==> src/rtl/gpa_fhdo_sequencer.sv <==
// gpa_fhdo_sequencer
//
// Purpose:
//   Takes one four-channel gradient update (x, y, z, z2). Sends each enabled
//   channel to gpa_fhdo_iface as one 32-bit word, paced against the interface's
//   busy line. The last enabled channel of a set carries the DAC update flag.
//   One further set can be posted at any time into a pending buffer; a newer
//   post overwrites an unconsumed pending set and is counted as an overrun.
//
// Ports:
//   clk            system clock
//   rst            synchronous active-high reset
//   load_i         one-cycle strobe posting the set on val*_i / mask_i
//   mask_i[3:0]    per-channel enable, bit n enables channel n
//   valx_i..valz2_i channel 0..3 values (16 bit)
//   iface_busy_i   busy_o of gpa_fhdo_iface
//   iface_data_o   data word to the interface (holds when valid is low)
//   iface_valid_o  one-cycle word strobe to the interface
//   busy_o         high while a set is active or pending
//   done_o         one-cycle pulse after the last word of a set is accepted
//   overrun_cnt_o  saturating count of overwritten pending sets
//
// Word format: [31:27]=0, [26:25]=channel, [24]=update flag,
//              [23:16]=DAC_REG_BASE+channel, [15:0]=value

module gpa_fhdo_sequencer #(
    parameter logic [7:0] DAC_REG_BASE = 8'h08,
    parameter int         GUARD_CYCLES = 2
) (
    input  logic        clk,
    input  logic        rst,
    input  logic        load_i,
    input  logic [3:0]  mask_i,
    input  logic [15:0] valx_i,
    input  logic [15:0] valy_i,
    input  logic [15:0] valz_i,
    input  logic [15:0] valz2_i,
    input  logic        iface_busy_i,
    output logic [31:0] iface_data_o,
    output logic        iface_valid_o,
    output logic        busy_o,
    output logic        done_o,
    output logic [7:0]  overrun_cnt_o
);

    typedef enum logic [2:0] {
        IDLE,
        SEL,
        ISSUE,
        GUARD,
        WAIT
    } state_t;

    state_t           state;

    // Pending (posted, not yet started) set
    logic             pend_full;
    logic [3:0]       pend_mask;
    logic [3:0][15:0] pend_val;

    // Active set: channels still to be sent and their values
    logic [3:0]       remaining;
    logic [3:0][15:0] act_val;
    logic [1:0]       ptr;
    logic [2:0]       guard_cnt;

    // Derived, combinational from registers and inputs
    logic             consume;
    logic             post;
    logic [3:0]       rem_after;
    logic             last_word;
    logic [31:0]      word;

    function automatic logic [1:0] lowest_set(input logic [3:0] m);
        if (m[0])      return 2'd0;
        else if (m[1]) return 2'd1;
        else if (m[2]) return 2'd2;
        else           return 2'd3;
    endfunction

    always_comb begin
        // NOTE: every signal written here gets a default first, so no path
        // through the block can leave one unassigned and infer a latch.
        consume   = 1'b0;
        post      = 1'b0;
        rem_after = remaining & ~(4'b0001 << ptr);
        last_word = 1'b0;
        word      = '0;

        consume   = (state == IDLE) && pend_full;
        post      = load_i && (mask_i != 4'b0000);
        // The update flag goes on the word that empties the remaining set,
        // i.e. the highest-index enabled channel.
        last_word = (rem_after == 4'b0000);
        word      = {5'b00000, ptr, last_word, DAC_REG_BASE + {6'b000000, ptr}, act_val[ptr]};
    end

    assign busy_o = (state != IDLE) || pend_full;

    // NOTE: all state below uses non-blocking assignments, so every register
    // samples the pre-edge values regardless of statement order.
    always_ff @(posedge clk) begin
        if (rst) begin
            state         <= IDLE;
            pend_full     <= 1'b0;
            pend_mask     <= '0;
            pend_val      <= '0;
            remaining     <= '0;
            act_val       <= '0;
            ptr           <= '0;
            guard_cnt     <= '0;
            iface_data_o  <= '0;
            iface_valid_o <= 1'b0;
            done_o        <= 1'b0;
            overrun_cnt_o <= '0;
        end else begin
            iface_valid_o <= 1'b0;
            done_o        <= 1'b0;

            // Pending buffer. A post in the cycle IDLE consumes the buffer
            // lands after the consume, so it is not an overrun.
            if (post) begin
                pend_full <= 1'b1;
                pend_mask <= mask_i;
                pend_val  <= {valz2_i, valz_i, valy_i, valx_i};
                if (pend_full && !consume && (overrun_cnt_o != 8'hFF))
                    overrun_cnt_o <= overrun_cnt_o + 8'd1;
            end else if (consume) begin
                pend_full <= 1'b0;
            end

            case (state)
                IDLE: begin
                    if (pend_full) begin
                        remaining <= pend_mask;
                        act_val   <= pend_val;
                        state     <= SEL;
                    end
                end
                SEL: begin
                    ptr   <= lowest_set(remaining);
                    state <= ISSUE;
                end
                ISSUE: begin
                    if (!iface_busy_i) begin
                        iface_valid_o <= 1'b1;
                        iface_data_o  <= word;
                        remaining     <= rem_after;
                        guard_cnt     <= '0;
                        state         <= GUARD;
                    end
                end
                GUARD: begin
                    // busy_i is ignored here: the interface needs a few cycles
                    // after valid before its busy line reflects the new word.
                    if (guard_cnt == 3'(GUARD_CYCLES - 1))
                        state <= WAIT;
                    else
                        guard_cnt <= guard_cnt + 3'd1;
                end
                WAIT: begin
                    if (!iface_busy_i) begin
                        if (remaining != 4'b0000) begin
                            state <= SEL;
                        end else begin
                            done_o <= 1'b1;
                            state  <= IDLE;
                        end
                    end
                end
                default: state <= IDLE;
            endcase
        end
    end

endmodule
==> config.mk <==
export PLATFORM = sky130hd
export DESIGN_NAME = gpa_fhdo_sequencer
export DESIGN_NICKNAME = d
export VERILOG_FILES = /design/src/rtl/gpa_fhdo_sequencer.sv
export SDC_FILE = /design/constraint.sdc
export NUM_CORES = 1
export LEC_CHECK = 0
export CAP_MARGIN = 20
export CORE_MARGIN = 2
export CORE_UTILIZATION = 56
export DETAILED_ROUTE_END_ITERATION = 6
export DONT_BUFFER_PORTS = 1
export PLACE_DENSITY = 0.84
export SLEW_MARGIN = 5
export SYNTH_ARGS = -nofsm -noshare
export SYNTH_HDL_FRONTEND = slang
export SYNTH_SLANG_ARGS = --single-unit
==> constraint.sdc <==
create_clock -name clk -period 1.6 [get_ports clk]
set_input_delay 0.24 -clock clk [delete_from_list [all_inputs] [get_ports clk]]
set_output_delay 0.24 -clock clk [all_outputs]
set_load 0.05 [all_outputs]
==> parameters.txt <==
Parameter                              Value

Status
  Status ... complete, but fails checks
  Violations in the final reports ... hold timing, setup timing

Critical path
  Critical path data arrival time ... 1.58 ns
  Class of the most critical setup path ... reg2out
  Critical path endpoint category ... output port
  Cell at the slowest stage of the critical path ... dfxtp_1
  Critical path peak fanout ... 6
  Worst Path Required ... 1.36 ns
  Delay of the slowest cell on the worst path ... 0.38 ns
  Startpoint type of the worst setup path ... flip-flop
  Setup slack on the worst flop-to-flop path ... -0.21 ns
  Cell-by-cell listing of the critical path ... or3_4 -> or2_4 -> buf_12

Clock network
  Clock latency of the later-clocked register in the worst-skew pair ... 0.44 ns
  Maximum root-to-sink buffer count ... 2
  Worst-path clk slew ... 0.06 ns
  Sinks on Clock Net ... 175
  H-tree Lvls ... 4
  Total CTS buffers ... 17
  Hold-fix buffers, CTS ... 68
  Clock tree from TritonCTS ... built
  CTS root buffer ... clkbuf_16

Synthesis
  Register bit count reported by yosys ... 175
  Syn Std Cell Area ... 6790 um2
  Most used flip-flop cell after synthesis ... dfxtp_1
  Synth Warn # ... 0
  Synthesized netlist cell count ... 828
  Number of distinct library cells after synthesis ... 43
  Number of synthesized flops with an enable pin ... 0
  Async S/R FF share, synth ... 0%
  Sequential fraction of the synthesis area ... 51.6%
  Synthesized area per cell ... 8.20 um2

STA
  RSZ-0062 raised after global routing ... yes
  Worst clock skew on the final layout ... 0.0120 ns
  Worst Hold Slack ... -0.116 ns
  Portion of the clock cycle consumed by the worst path in the final layout ... 114%
  Number of pins with negative max-slew slack in the final report ... 0
  Achievable frequency ... 548 MHz
  Min cycle time layout ... 1.82 ns
  Slew at the pin closest to its max-slew limit ... 0.724 ns
  Total count of hold-check failures in the final report ... 104
  PnR worst setup slack ... -0.224 ns
  Endpoints failing setup ... 50
  Headroom to the max-slew limit ... 51.3%

Route
  Met1 WL ... 8280 um
  Via count ... 6716
  Number of design-rule violations left by the first detailed-router iteration ... 1063
  Post-detailed-route wirelength per cell ... 21.2 um
  Met2 layer wire length in the routed design ... 10700 um
  Number of iterations in the first detailed-routing pass ... 7
  Met3 routed wirelength ... 2280 um
  Highest Signal Layer ... met4
  Drt drc ... 0
  Overall routed net length ... 22800 um
  Final antenna-violating net count ... 0
  Drt via density ... 6.24

Placement
  HPWL after detailed placement ... 10300 um
  Setup slack at placement ... -0.0785 ns
  Number of input and output port buffers inserted ... 0
  Post-placement cell area ... 7220 um2
  Routability congestion estimate from global placement ... 0.867

Cells and area
  Final Instance Area ... 8910 um2
  Final Core Density ... 74.8%
  Layout overhead on the synthesized area ... 31.2%
  Count of nets after finishing ... 991
  Number of filler instances in the final layout ... 720
  Share of post-route cells with drive strength above 1 ... 17.8%

Pwr
  Leakage power total ... 3.40 nW
  Pwr Density ... 1350 nW/um2
  Max IR drop VDD ... 0.995 mV

GRT
  Wire length of the first global-routing pass ... 29000 um
  Via count of the first global-routing pass ... 5869
  Initial antenna violation count ... 1
  Gr ovfl total ... 0
  Gr usage total ... 28.4%
  Largest net degree at the start of global routing ... 176

Run
  MaxCap Viol Count ... 0

Worst hold path
  Worst min-delay path category ... in2reg

Floorplanning
  Starting utilization of the core area ... 57.0%
  Core Footprint ... 11900 um2
  # rows ... 40
  Chip Width ... 114 um
  IO Count ... 115
  Die area ... 13000 um2
  DIE HEIGHT ... 114 um
## layout make-up
type / instances / area (um2) / share of cell area, %
well taps: 147 / 184 / 2.06
clock inverters: 11 / 106 / 1.19
diodes: 1 / 2.50 / 0.0281
clock buffers: 20 / 457 / 5.12
multi-input cells: 584 / 3180 / 35.7
repair buffers: 133 / 1440 / 16.2
inverters: 5 / 18.8 / 0.211
flip-flops and latches: 175 / 3520 / 39.5
## power by group
group	internal (W)	switching, W	leakage [nW]
clock network	0.00224	0.00183	0.281
logic	0.00140	0.00164	1.68
registers	0.00464	0.000287	1.43
total	0.00828	0.00375	3.40
## what timing repair did
item | CTS | global route
pin swaps | 3 | 7
endpoints found under the setup margin | 10 | 107
hold endpoints to repair | 174 | 106
gates resized for setup | 15 | 43
setup buffers | 4 | 2
gates cloned | 1 | 10
## placed cells by master, fill, tap and decap left out, types with 6 or more instances in the layout
cell type	count
nand2_1	298
dfxtp_1	165
a21oi_1	135
dlygate4sd3_1	68
buf_4	41
clkbuf_16	24
nor2_1	23
a21oi_2	23
mux4_2	16
conb_1	10
buf_12	9
o21ai_0	8
dfxtp_2	7
a22oi_1	6
buf_6	6
## sequential cells by signal, summed over array words and instances, names as in the netlist
| register | flops |
|---|---|
| pend_val | 64 |
| remaining | 4 |
| ptr | 2 |
| act_val | 64 |
| pend_full | 1 |
| iface_data_o | 20 |
| state | 3 |
| guard_cnt | 3 |
| pend_mask | 4 |
| iface_valid_o | 1 |
| overrun_cnt_o | 8 |
| done_o | 1 |
## synthesized netlist by cell type, types with 2 or more instances
cell type | n | area share [%]
ha_1 | 3 | 0.55
nor2b_1 | 3 | 0.28
o22ai_1 | 3 | 0.28
nand2_1 | 300 | 17
mux2_2 | 2 | 0.33
a21oi_1 | 158 | 12
nand3b_1 | 2 | 0.22
nor2_1 | 24 | 1.3
dfxtp_1 | 175 | 52
nand3_1 | 4 | 0.29
and3_1 | 3 | 0.28
a31oi_1 | 3 | 0.28
or3_1 | 5 | 0.46
nor4_1 | 4 | 0.37
mux4_2 | 16 | 5.3
or4b_1 | 2 | 0.29
a22oi_1 | 6 | 0.66
inv_1 | 5 | 0.28
buf_4 | 12 | 1.3
clkbuf_1 | 53 | 2.9
o31ai_1 | 2 | 0.22
o21ai_0 | 8 | 0.59
nor3_1 | 4 | 0.29
buf_2 | 9 | 0.66
mux2i_1 | 4 | 0.59
## layer usage
layer / vias up / global-route usage [%]
li1: 2932 / -
met1: 3142 / 36.3
met2: 507 / 46.6
met3: 135 / 5.88
met4: 0 / 12.8
met5: - / 0
## worst max-delay path, delay by kind of cell (launching register included)
family | cells | cell delay (ns)
AND/OR/NAND/NOR | 2 | 0.62
buffers and inverters | 1 | 0.15
flip-flops | 1 | 0.38
## path summary, 6_finish.rpt
path                                               startpoint                            end  cells after the start
worst max-delay path                    state[0]$_SDFFE_PP0P_                         busy_o                      3
worst min-delay path                                      rst          state[2]$_SDFFE_PP0P_                      1
worst max register to register          state[1]$_SDFFE_PP0P_  overrun_cnt_o[6]$_SDFFE_PP0P_                      6
worst min register to register  iface_data_o[17]$_SDFFE_PP0P_  iface_data_o[17]$_SDFFE_PP0P_                      2
## metrics by stage
stage               power [W]  instances  setup TNS (ns)
floorplan             0.00645        837         -0.0965
global placement      0.00708        959         -0.0698
detailed placement    0.00711        959          -0.222
CTS                    0.0113       1063           -3.82
global route           0.0123       1076           -5.96
finish                 0.0120       1076           -2.99
## logic make-up (layout without fill, tap and decap cells)
kind of cell             count (synthesis)  in the layout  share of synthesized area, %
other                                    1             11                        0.0552
AO/OA/AOI/OAI                          188            189                          14.8
multiplexers                            22             22                          6.23
adder cells (fa/ha/maj)                  3              3                         0.553
flip-flops                             175            175                          51.6
buffers and inverters                   79            169                          5.20
XOR/XNOR                                 1              1                         0.129
AND/OR/NAND/NOR                        359            359                          21.4
No activity file was read; power rests on OpenSTA's default activity.
